**src/rtl/fetch_pkg.sv**
```systemverilog
// fetch_pkg
// Types and default sizing shared by the fetch scheduler, the per-warp ITS
// units and the instruction fetcher.
// - sched_state_e : kernel-launch sequence IDLE -> INIT -> RUN -> DRAIN.
// - fetch_req_t   : one fetch request {pc, act_mask, warp_id, subwarp_id}.
// The field widths of fetch_req_t follow the constants below. A module
// parameterised differently from these constants would not match the
// request type.
package fetch_pkg;

  localparam int NUM_WARPS        = 8;
  localparam int WARP_WIDTH       = 32;
  localparam int PC_WIDTH         = 32;
  localparam int MAX_INFLIGHT     = 4;
  localparam int WARP_ID_WIDTH    = $clog2(NUM_WARPS);
  localparam int SUBWARP_ID_WIDTH = $clog2(WARP_WIDTH);
  localparam int CREDIT_WIDTH     = $clog2(MAX_INFLIGHT + 1);

  typedef enum logic [1:0] {
    IDLE  = 2'd0,
    INIT  = 2'd1,
    RUN   = 2'd2,
    DRAIN = 2'd3
  } sched_state_e;

  typedef struct packed {
    logic [PC_WIDTH-1:0]         pc;
    logic [WARP_WIDTH-1:0]       act_mask;
    logic [WARP_ID_WIDTH-1:0]    warp_id;
    logic [SUBWARP_ID_WIDTH-1:0] subwarp_id;
  } fetch_req_t;

endpackage

```
**src/rtl/fetch_rr_picker.sv**
```systemverilog
// fetch_rr_picker
// Round-robin picker: a search pointer plus a rotated priority encoder.
// The search starts at the pointer and wraps modulo N. The pointer moves to
// (winner+1)%N only when a grant is actually given, so a warp that misses a
// cycle because the picker was disabled keeps its turn.
// Ports:
//   clk, rst   clock, asynchronous active-high reset (pointer -> 0)
//   req        per-requester request vector
//   en         picker may grant this cycle
//   gnt        one-hot grant (all zero when no grant)
//   idx        index of the granted requester (0 when no grant)
//   valid      a grant is given this cycle
module fetch_rr_picker #(
  parameter  int N   = 8,
  localparam int IdW = $clog2(N)
) (
  input  logic           clk,
  input  logic           rst,
  input  logic [N-1:0]   req,
  input  logic           en,
  output logic [N-1:0]   gnt,
  output logic [IdW-1:0] idx,
  output logic           valid
);

  logic [IdW-1:0] ptr_q;
  logic [IdW-1:0] cand;

  // Offsets are scanned from farthest to nearest so that the last hit,
  // which is the one closest to the pointer, is the one that sticks.
  always_comb begin
    gnt   = '0;
    idx   = '0;
    valid = 1'b0;
    cand  = '0;
    if (en) begin
      for (int off = N - 1; off >= 0; off--) begin
        cand = IdW'((int'(ptr_q) + off) % N);
        if (req[cand]) begin
          valid = 1'b1;
          idx   = cand;
        end
      end
    end
    if (valid) gnt[idx] = 1'b1;
  end

  always_ff @(posedge clk or posedge rst) begin
    if (rst) begin
      ptr_q <= '0;
    end else if (valid) begin
      ptr_q <= (idx == IdW'(N - 1)) ? '0 : idx + 1'b1;
    end
  end

endmodule

```
**src/rtl/warp_fetch_scheduler.sv**
```systemverilog
// warp_fetch_scheduler
// Fetch-side scheduler for one compute unit. Runs the kernel launch
// (start -> init enabled warps with a common PC -> run -> drain -> done),
// grants one ready warp per cycle round-robin, registers the winner into a
// valid/ready fetch request and bounds in-flight fetches with credits.
//
// Handshake: fetch_req_o is offered while fetch_valid_o is high and is
// transferred on a rising edge where fetch_valid_o & fetch_ready_i. While
// fetch_valid_o & ~fetch_ready_i the request holds stable. A new grant may
// be registered in the same cycle as an accept, giving one request/cycle.
//
// Ports:
//   clk_i, rst_i        clock, asynchronous active-high reset
//   start_i/start_pc_i/warp_en_i   launch request, entry PC, participating warps
//   stop_i              abort in RUN: stop issuing and drain
//   busy_o, done_o      not idle; one-cycle pulse on DRAIN -> IDLE
//   warp_init_o/warp_init_pc_o     per-warp init pulse and the latched PC
//   warp_ready_i/warp_pc_i/warp_act_mask_i/warp_subwarp_id_i  per-warp offer
//   warp_selected_o     one-hot grant, same cycle as the offer
//   warp_finished_i     per-warp exit retired
//   fetch_valid_o/fetch_ready_i/fetch_req_o   fetch request channel
//   credit_return_i     decoder consumed one fetched instruction
//   state_o, credits_o  debug view of the FSM state and credit count
module warp_fetch_scheduler
  import fetch_pkg::*;
#(
  parameter  int NumWarps       = NUM_WARPS,
  parameter  int WarpWidth      = WARP_WIDTH,
  parameter  int PcWidth        = PC_WIDTH,
  parameter  int MaxInflight    = MAX_INFLIGHT,
  localparam int WarpIdWidth    = $clog2(NumWarps),
  localparam int SubwarpIdWidth = $clog2(WarpWidth),
  localparam int CreditWidth    = $clog2(MaxInflight + 1)
) (
  input  logic                               clk_i,
  input  logic                               rst_i,
  input  logic                               start_i,
  input  logic [PcWidth-1:0]                 start_pc_i,
  input  logic [NumWarps-1:0]                warp_en_i,
  input  logic                               stop_i,
  output logic                               busy_o,
  output logic                               done_o,
  output logic [NumWarps-1:0]                warp_init_o,
  output logic [PcWidth-1:0]                 warp_init_pc_o,
  input  logic [NumWarps-1:0]                warp_ready_i,
  input  logic [NumWarps*PcWidth-1:0]        warp_pc_i,
  input  logic [NumWarps*WarpWidth-1:0]      warp_act_mask_i,
  input  logic [NumWarps*SubwarpIdWidth-1:0] warp_subwarp_id_i,
  output logic [NumWarps-1:0]                warp_selected_o,
  input  logic [NumWarps-1:0]                warp_finished_i,
  output logic                               fetch_valid_o,
  input  logic                               fetch_ready_i,
  output fetch_req_t                         fetch_req_o,
  input  logic                               credit_return_i,
  output sched_state_e                       state_o,
  output logic [CreditWidth-1:0]             credits_o
);

  localparam logic [CreditWidth-1:0] CreditMax = CreditWidth'(MaxInflight);

  sched_state_e             state_q, state_d;
  logic [NumWarps-1:0]      en_q;
  logic [PcWidth-1:0]       pc_q;
  logic [CreditWidth-1:0]   credits_q;
  logic                     valid_q;
  fetch_req_t               req_q;

  logic [NumWarps-1:0]      eligible;
  logic                     all_finished;
  logic                     grant_ok;
  logic                     grant;
  logic [NumWarps-1:0]      gnt;
  logic [WarpIdWidth-1:0]   gnt_idx;
  logic                     done;

  assign eligible     = warp_ready_i & en_q & ~warp_finished_i;
  // Disabled warps count as finished; an empty mask never reaches RUN.
  assign all_finished = &(~en_q | warp_finished_i);

  // ---------------- FSM ----------------
  always_comb begin
    state_d  = state_q;
    grant_ok = 1'b0;
    done     = 1'b0;
    unique case (state_q)
      IDLE:  if (start_i) state_d = INIT;
      INIT:  state_d = (en_q == '0) ? DRAIN : RUN;
      RUN: begin
        if (stop_i || all_finished) begin
          state_d = DRAIN;
        end else begin
          grant_ok = (credits_q != '0) && (!valid_q || fetch_ready_i);
        end
      end
      DRAIN: begin
        if (!valid_q && credits_q == CreditMax) begin
          state_d = IDLE;
          done    = 1'b1;
        end
      end
      default: state_d = IDLE;
    endcase
  end

  always_ff @(posedge clk_i or posedge rst_i) begin
    if (rst_i) begin
      state_q <= IDLE;
      en_q    <= '0;
      pc_q    <= '0;
    end else begin
      state_q <= state_d;
      if (state_q == IDLE && start_i) begin
        en_q <= warp_en_i;
        pc_q <= start_pc_i;
      end
    end
  end

  // ---------------- Arbitration ----------------
  fetch_rr_picker #(.N(NumWarps)) u_picker (
    .clk   (clk_i),
    .rst   (rst_i),
    .req   (eligible),
    .en    (grant_ok),
    .gnt   (gnt),
    .idx   (gnt_idx),
    .valid (grant)
  );

  // ---------------- Credits ----------------
  always_ff @(posedge clk_i or posedge rst_i) begin
    if (rst_i) begin
      credits_q <= CreditMax;
    end else if (grant && !credit_return_i) begin
      credits_q <= credits_q - 1'b1;
    end else if (credit_return_i && !grant && credits_q != CreditMax) begin
      credits_q <= credits_q + 1'b1;
    end
  end

  // ---------------- Output register ----------------
  always_ff @(posedge clk_i or posedge rst_i) begin
    if (rst_i) begin
      valid_q <= 1'b0;
      req_q   <= '0;
    end else if (grant) begin
      valid_q          <= 1'b1;
      req_q.pc         <= warp_pc_i[gnt_idx*PcWidth +: PcWidth];
      req_q.act_mask   <= warp_act_mask_i[gnt_idx*WarpWidth +: WarpWidth];
      req_q.warp_id    <= gnt_idx;
      req_q.subwarp_id <= warp_subwarp_id_i[gnt_idx*SubwarpIdWidth +: SubwarpIdWidth];
    end else if (fetch_ready_i) begin
      valid_q <= 1'b0;
    end
  end

  assign busy_o          = (state_q != IDLE);
  assign done_o          = done;
  assign warp_init_o     = (state_q == INIT) ? en_q : '0;
  assign warp_init_pc_o  = pc_q;
  assign warp_selected_o = gnt;
  assign fetch_valid_o   = valid_q;
  assign fetch_req_o     = req_q;
  assign state_o         = state_q;
  assign credits_o       = credits_q;

  // ---------------- Assertions ----------------
  a_grant_onehot0: assert property (@(posedge clk_i) disable iff (rst_i)
    $onehot0(warp_selected_o));
  a_grant_eligible: assert property (@(posedge clk_i) disable iff (rst_i)
    (warp_selected_o & ~eligible) == '0);
  a_idle_no_valid: assert property (@(posedge clk_i) disable iff (rst_i)
    !busy_o |-> !fetch_valid_o);
  a_credit_overflow: assert property (@(posedge clk_i) disable iff (rst_i)
    !(credit_return_i && !grant && credits_q == CreditMax));

endmodule

```
**config.mk**
```make
export PLATFORM = sky130hd
export DESIGN_NAME = warp_fetch_scheduler
export DESIGN_NICKNAME = d
export VERILOG_FILES = /design/src/rtl/fetch_pkg.sv /design/src/rtl/fetch_rr_picker.sv /design/src/rtl/warp_fetch_scheduler.sv
export SDC_FILE = /design/constraint.sdc
export NUM_CORES = 1
export LEC_CHECK = 0
export ABC_AREA = 0
export CAP_MARGIN = 15
export CORE_AREA = 2 2 291 293
export CTS_CLUSTER_DIAMETER = 60
export DETAILED_ROUTE_END_ITERATION = 8
export DIE_AREA = 0 0 293 295
export PLACE_DENSITY_LB_ADDON = 0.08
export RECOVER_POWER = 25
export SLEW_MARGIN = 40
export SYNTH_ARGS = -nofsm -noshare
export SYNTH_HDL_FRONTEND = slang
export SYNTH_SLANG_ARGS = --single-unit
export TNS_END_PERCENT = 20
```
**constraint.sdc**
```tcl
create_clock -name clk_i -period 10.3 [get_ports clk_i]
set_input_delay 2.575 -clock clk_i [delete_from_list [all_inputs] [get_ports clk_i]]
set_output_delay 2.575 -clock clk_i [all_outputs]
set_load 0.005 [all_outputs]
```
==> PnR_summary.wiki, run 1 <==
{| class="wikitable"
! Metric !! Value
|-
| Outcome || finished with violations
|-
| Violated checks || max-capacitance violations, max-slew violations
|-
| Level count of the clock H-tree || 4
|-
| Fraction of synthesis flops using an asynchronous set or reset pin || 100%
|-
| Highest clock rate || 111 MHz
|-
| Final-report hold violation count || 0
|-
| Tightest Hold Check Type || reg -> reg
|-
| Sequential share of the synthesized area || 29.7%
|-
| Final net count || 2257
|-
| Reg area || 3030 um2
|-
| Power consumption || 4.19 mW
|-
| Number of flops mapped to enable cells by yosys || 0
|-
| Post-synth top cells || mux2i_1, dfrtp_1, nand2_1
|-
| Endpoint of the most critical register-to-register path || fetch_req_o[24]
|-
| Final weighted congestion in routability-driven placement || 0.779
|-
| Max-slew violations || 111
|-
| Number of maximum-capacitance violations || 2
|-
| Setup TNS || 0 ns
|-
| Highest metal layer used by the detailed router || met5
|-
| Power density relative to cell area || 218 nW/um2
|-
| Leading area contributor after synthesis || dfrtp_1
|-
| List of cells traversed by the critical path || clkdlybuf4s50_1 -> and3b_1 -> mux4_2 -> mux2i_4 -> a21boi_1 -> o32ai_1 -> a211o_2 -> nand2_8 -> nand2_1 -> nor3_1 -> clkdlybuf4s50_1
|-
| Placed wire-length estimate after detailed placement || 58200 um
|-
| Final Setup Violations || 0
|-
| Largest net degree at the start of global routing || 70
|-
| Count of vias placed by the detailed router || 11186
|-
| Global router's overall resource usage || 16.0%
|-
| Minimum period implied by the final worst setup slack || 9.04 ns
|-
| Number of nets in the synthesized netlist || 1570
|-
| Path length in cells of the critical path || 11
|-
| Per-cell via count in the routed design || 4.10
|-
| RSZ-0062 raised after global routing || false
|-
| Crit path capture || warp_selected_o[2]
|-
| Count of TritonRoute iterations in the first routing pass || 4
|-
| Final Cycle Share || 87.8%
|-
| P_leak || 7.00 nW
|-
| CP arrival || 6.47 ns
|-
| Synth Register Bits || 121
|-
| Met2 wire len || 37000 um
|-
| Number of nets still failing antenna checks after routing || 0
|-
| Sort of element at the start of the critical path || input port
|-
| Tightest Pin Transition || 3.95 ns
|-
| Count of port buffers added during placement || 741
|-
| Die X || 293 um
|-
| Clock sink total || 121
|-
| Worst-case register-to-register setup slack || 4.23 ns
|-
| Root buffer cell || clkbuf_16
|-
| Reg-to-reg critical path startpoint || u_picker.ptr_q[1]
|-
| First-pass GRT wire length || 97200 um
|-
| Worst path top cell family by delay || simple AND/OR/NAND/NOR gates
|-
| DRT met1 WL || 29300 um
|-
| Final Routed Wirelength || 71300 um
|-
| Final routed wire length divided by cell count || 26.1 um
|-
| IO Pins || 742
|-
| Antenna violations before repair || 10
|-
| Post-synthesis cell area || 10200 um2
|-
| Clock latency on the worst-skew pair || 0.49 ns
|-
| Yosys Warn Count || 0
|-
| Fillcell total || 8934
|-
| DRC violation count after routing || 0
|-
| # resized after CTS || 0
|-
| IR drop worst, VDD || 0.000110 V
|-
| Number of cell rows || 106
|-
| Total buffers and inverters traversed by the critical path || 2
|-
| Critical path launch point || warp_finished_i[1]
|-
| 1st-iter DRT viols || 399
|-
| Total met3 wirelength after detailed routing || 4120 um
|-
| Top FF cell, synth || dfrtp_1
|-
| Highest-delay cell along the critical path || mux4_2
|-
| CTS tree || yes
|-
| Fraction of layout cells with a size suffix above 1 || 11.5%
|-
| Number of hold buffers added after CTS || 0
|-
| Count of distinct cell types in the synthesized netlist || 81
|-
| Worst-path clk slew || 0.07 ns
|-
| Die area || 86400 um2
|-
| Critical setup path kind || in -> out
|-
| Syn avg cell area || 10.8 um2
|-
| Most repeated cell in the gate-level netlist after synthesis || mux2i_1
|-
| Post-Route Skew || 0.0268 ns
|-
| Core region area || 83200 um2
|-
| Required time of the critical path || 7.73 ns
|-
| Footprint of the multi-input gates || 6640 um2
|-
| Area added between synthesis and finish || 88.9%
|-
| Number of global-route vias before repair || 12250
|-
| CP endpoint kind || output port
|-
| Library cell appearing most often on the critical path || clkdlybuf4s50_1
|-
| Num CTS Buffers || 17
|-
| Buffers inserted during post-CTS setup optimization || 0
|-
| Delay contributed by the slowest stage of the critical path || 0.61 ns
|-
| Max_slew headroom || -165%
|-
| Worst Reg2Reg Path Length in Cells || 12
|-
| Overflow left after global routing || 0
|-
| Top cell type's share of synthesized area || 29.5%
|-
| Die Span Y || 295 um
|-
| Starting density of the core || 12.3%
|-
| Cell types occupying the most area after synthesis || dfrtp_1, mux2i_1, mux4_2
|-
| Cell count after synthesis || 947
|-
| Maximum buffer depth of the clock tree || 2
|-
| Largest fanout of any net on the critical path || 44
|}
==> layout by cell type, fill, tap and decap left out, drive strengths merged, types with 3 or more instances in the layout <==
cell type and count:
nand2 73, clkinvlp 5, diode 4, o21ai 27
buf 15, mux2i 165, nand3b 5, o22a 11
a22oi 4, or3 3, nand2b 10, mux2 56
clkdlybuf4s50 739, a21oi 22, nor3 6, and2 12
a221oi 11, o22ai 46, nor2 38, o221ai 11
a21boi 10, a32o 16, nand4 9, dfrtp 120
clkbuf 18, mux4 58, inv 27, ha 8
a211oi 6, o32ai 3, a31oi 4, a221o 46
nor3b 3, nor2b 4, nand3 4, and3b 8
==> layout make-up <==
type	count	share of cell area, %
Timing Repair Buffer	757	39.3
Tap cell	1080	7.02
Antenna cell	4	0.0520
Clock buffer	17	2.21
Sequential cell	121	15.7
Multi-Input combinational cell	718	34.5
Clock inverter	15	0.806
Inverter	19	0.403
==> through the flow <==
| stage | std cells | instance area [um2] | utilization [%] | hold slack [ns] | setup WS (ns) |
|---|---|---|---|---|---|
| after floorplan | 947 | 10200 | - | 0.470 | 2.62 |
| after global placement | 2694 | 18600 | 22.4 | 0.459 | 1.19 |
| after detailed placement | 2695 | 18700 | 22.4 | 0.464 | 1.17 |
| after CTS | 2727 | 19200 | 23.1 | 0.482 | 1.16 |
| after global routing | 2730 | 19300 | 23.2 | 0.503 | 0.943 |
| final | 2731 | 19300 | 23.2 | 0.476 | 1.26 |
==> registers in the layout, indices dropped and copies added (netlist names) <==
signal and cells:
en_q 8, credits_o 3, fetch_valid_o 1, fetch_req_o 72, state_o 2, u_picker.ptr_q 3
warp_init_pc_o 32
==> routing by layer <==
layer / track usage, % / vias up
met4: 3.24 / 6
met3: 4.00 / 41
met5: 0 / -
li1: - / 5131
met1: 19.5 / 5610
met2: 28.4 / 398
==> power by group <==
group          total [mW]  switching (mW)  internal (mW)
Combinational        2.61            1.22           1.39
Clock               0.645           0.304          0.341
Sequential          0.941           0.217          0.724
==> worst min path at each step <==
stage,from,to,slack (ns),cells after the start
after floorplan,fetch_req_o[5],fetch_req_o[5],0.47,2
after global placement,fetch_req_o[7],fetch_req_o[7],0.46,1
after detailed placement,fetch_req_o[5],fetch_req_o[5],0.46,2
after CTS,fetch_req_o[5],fetch_req_o[5],0.48,2
after global routing,fetch_req_o[5],fetch_req_o[5],0.50,2
final,fetch_req_o[7],fetch_req_o[7],0.48,1
==> logic make-up (layout without fill, tap and decap cells) <==
logic type,count (synthesis),count (layout),synth area share [%]
adder cells (fa/ha/maj),9,9,1.18
AND/OR/NAND/NOR,187,187,9.35
AO/OA/AOI/OAI,239,239,18.3
flip-flops,121,121,29.7
buffers and inverters,108,808,5.69
XOR/XNOR,4,4,0.417
other,0,4,0
multiplexers,279,279,35.4
Power figures use the tool's default switching activity.
==> run 2: changes to the inputs <==
- CORE_AREA: 2 2 291 293 -> 2 2 290 292
- CTS_CLUSTER_DIAMETER: 60 -> not set
- DIE_AREA: 0 0 293 295 -> 0 0 292 294
- clock period: 10.3 -> 7.4 ns (I/O delays scaled with it)
==> PnR_summary.wiki, run 2 (synthesis gave the netlist of run 1 again) <==
{| class="wikitable"
! Metric !! Value
|-
| Outcome || finished with violations
|-
| Violated checks || max-capacitance violations, max-slew violations
|-
| Core region area || 82900 um2
|-
| Minimum period implied by the final worst setup slack || 7.16 ns
|-
| Final Cycle Share || 96.8%
|-
| Post-route setup slack || 0.238 ns
|-
| Setup TNS || 0 ns
|-
| Final routed wire length divided by cell count || 25.8 um
|-
| Post-route cell area || 19500 um2
|-
| Antenna violations before repair || 10
|-
| Number of global-route vias before repair || 12183
|-
| Clock latency on the worst-skew pair || 0.49 ns
|-
| Number of cell rows || 106
|-
| Number of maximum-capacitance violations || 4
|-
| Clock sink total || 121
|-
| Post-placement setup slack || 0.0139 ns
|-
| Fillcell total || 8881
|-
| Sort of element at the start of the critical path || input port
|-
| Tightest Pin Transition || 2.73 ns
|-
| Buffers inserted during post-CTS setup optimization || 0
|-
| Max_slew headroom || -83.0%
|-
| Final Routed Wirelength || 71300 um
|-
| Largest net degree at the start of global routing || 58
|-
| DRC violation count after routing || 0
|-
| Level count of the clock H-tree || 4
|-
| Worst-case register-to-register setup slack || 2.12 ns
|-
| # resized after CTS || 0
|-
| Num CTS Buffers || 17
|-
| Standard cell area after detailed placement || 18900 um2
|-
| Required time of the critical path || 5.55 ns
|-
| Worst-path clk slew || 0.06 ns
|-
| Reg-to-reg critical path startpoint || u_picker.ptr_q[0]
|-
| Fraction of layout cells with a size suffix above 1 || 13.1%
|-
| 1st-iter DRT viols || 446
|-
| Cells on Worst Hold Path || 2
|-
| Number of nets still failing antenna checks after routing || 0
|-
| Max reg flops || 72
|-
| Critical setup path kind || in -> out
|-
| Count of vias placed by the detailed router || 11343
|-
| Post-route worst hold slack || 0.480 ns
|-
| Maximum buffer depth of the clock tree || 2
|-
| RSZ-0062 raised after global routing || false
|-
| P_leak || 7.16 nW
|-
| Power consumption || 5.94 mW
|-
| Worst Reg2Reg Path Length in Cells || 16
|-
| Worst Hold Launch || fetch_req_o[5]
|-
| Count of port buffers added during placement || 741
|-
| IR drop worst, VDD || 0.000140 V
|-
| Root buffer cell || clkbuf_16
|-
| First-pass GRT wire length || 97100 um
|-
| Global router's overall resource usage || 16.1%
|-
| Final net count || 2285
|-
| CTS tree || yes
|-
| Final weighted congestion in routability-driven placement || 0.836
|-
| Final-report hold violation count || 0
|-
| Number of hold buffers added after CTS || 0
|-
| Commonest cells after routing, fill and taps aside || clkdlybuf4s50_1, mux2i_1, dfrtp_1
|-
| Largest fanout of any net on the critical path || 10
|-
| Placed wire-length estimate after detailed placement || 58800 um
|-
| Worst hold endpoint || fetch_req_o[5]
|-
| Highest clock rate || 140 MHz
|-
| Overflow left after global routing || 0
|-
| Die X || 292 um
|-
| IO Pins || 742
|-
| Die area || 85800 um2
|-
| Endpoint of the most critical register-to-register path || fetch_req_o[24]
|-
| Tightest Hold Check Type || reg -> reg
|-
| CP arrival || 5.31 ns
|-
| Commonest non-fill, non-tap cell in the layout || clkdlybuf4s50_1
|-
| Die Span Y || 294 um
|-
| Count of TritonRoute iterations in the first routing pass || 5
|-
| Power density relative to cell area || 305 nW/um2
|-
| Post-Route Skew || 0.0200 ns
|-
| Starting density of the core || 12.3%
|-
| Area added between synthesis and finish || 91.3%
|-
| Per-cell via count in the routed design || 4.11
|-
| Final Setup Violations || 0
|-
| CP endpoint kind || output port
|-
| Max-slew violations || 167
|}
run 2: changes by cell type in the layout (fill, tap and decap cells not counted), sizes merged:
cell / delta
buf: +26
bufinv: +1
clkinvlp: -3
clkbuf: +3
inv: -3
clkinv: +4
diode: +1
run 2: critical path: stages:
cell             delay (ns)
clkdlybuf4s50_1        0.50
and3b_2                0.30
mux4_2                 0.58
mux2i_4                0.29
a21boi_1               0.21
o32ai_1                0.10
a211o_2                0.37
nand2_8                0.11
nand2_1                0.13
buf_4                  0.20
nor2_1                 0.09
clkdlybuf4s50_1        0.58
run 2: layout make-up:
type	instances	area (um2)	area share, %
sequential	121	3030	15.5
inverter	19	77.6	0.398
timing repair buffer	785	7780	39.9
multi-input combinational	718	6650	34.1
clock buffer	18	439	2.25
clock inverter	14	160	0.821
tap	1080	1350	6.93
antenna	5	12.5	0.0642
run 2: per-stage QoR:
step / util [%] / instances
finish: 23.5 / 2760
global route: 23.5 / 2758
CTS: 23.5 / 2755
detailed placement: 22.8 / 2723
global placement: 22.8 / 2722
floorplan: - / 947
run 2: power by group:
part           switching [mW]  total (mW)  leakage [nW]  internal [mW]
Clock                   0.407       0.919         0.293          0.512
Sequential              0.248        1.26          1.43           1.01
Combinational            1.78        3.77          5.43           1.99
Total                    2.43        5.94          7.16           3.51
run 2: how the worst max path moves through the flow:
stage	start	end	slack (ns)	cells past startpoint
after floorplan	warp_ready_i[3]	warp_selected_o[2]	1.17	13
after global placement	warp_finished_i[3]	warp_selected_o[3]	-0.05	11
after detailed placement	warp_finished_i[3]	warp_selected_o[3]	0.01	11
after CTS	warp_finished_i[3]	warp_selected_o[3]	0.01	11
after global routing	warp_finished_i[3]	warp_selected_o[4]	0.11	11
final	warp_finished_i[4]	warp_selected_o[4]	0.24	12
run 2: per-layer routing:
| metal | GRT usage, % | share of wire, % | vias up |
|---|---|---|---|
| met5 | 0 | 0.087 | - |
| met4 | 3.06 | 1.1 | 10 |
| met3 | 3.81 | 4.6 | 45 |
| met2 | 31.0 | 56 | 345 |
| met1 | 18.0 | 38 | 5751 |
| li1 | - | - | 5192 |
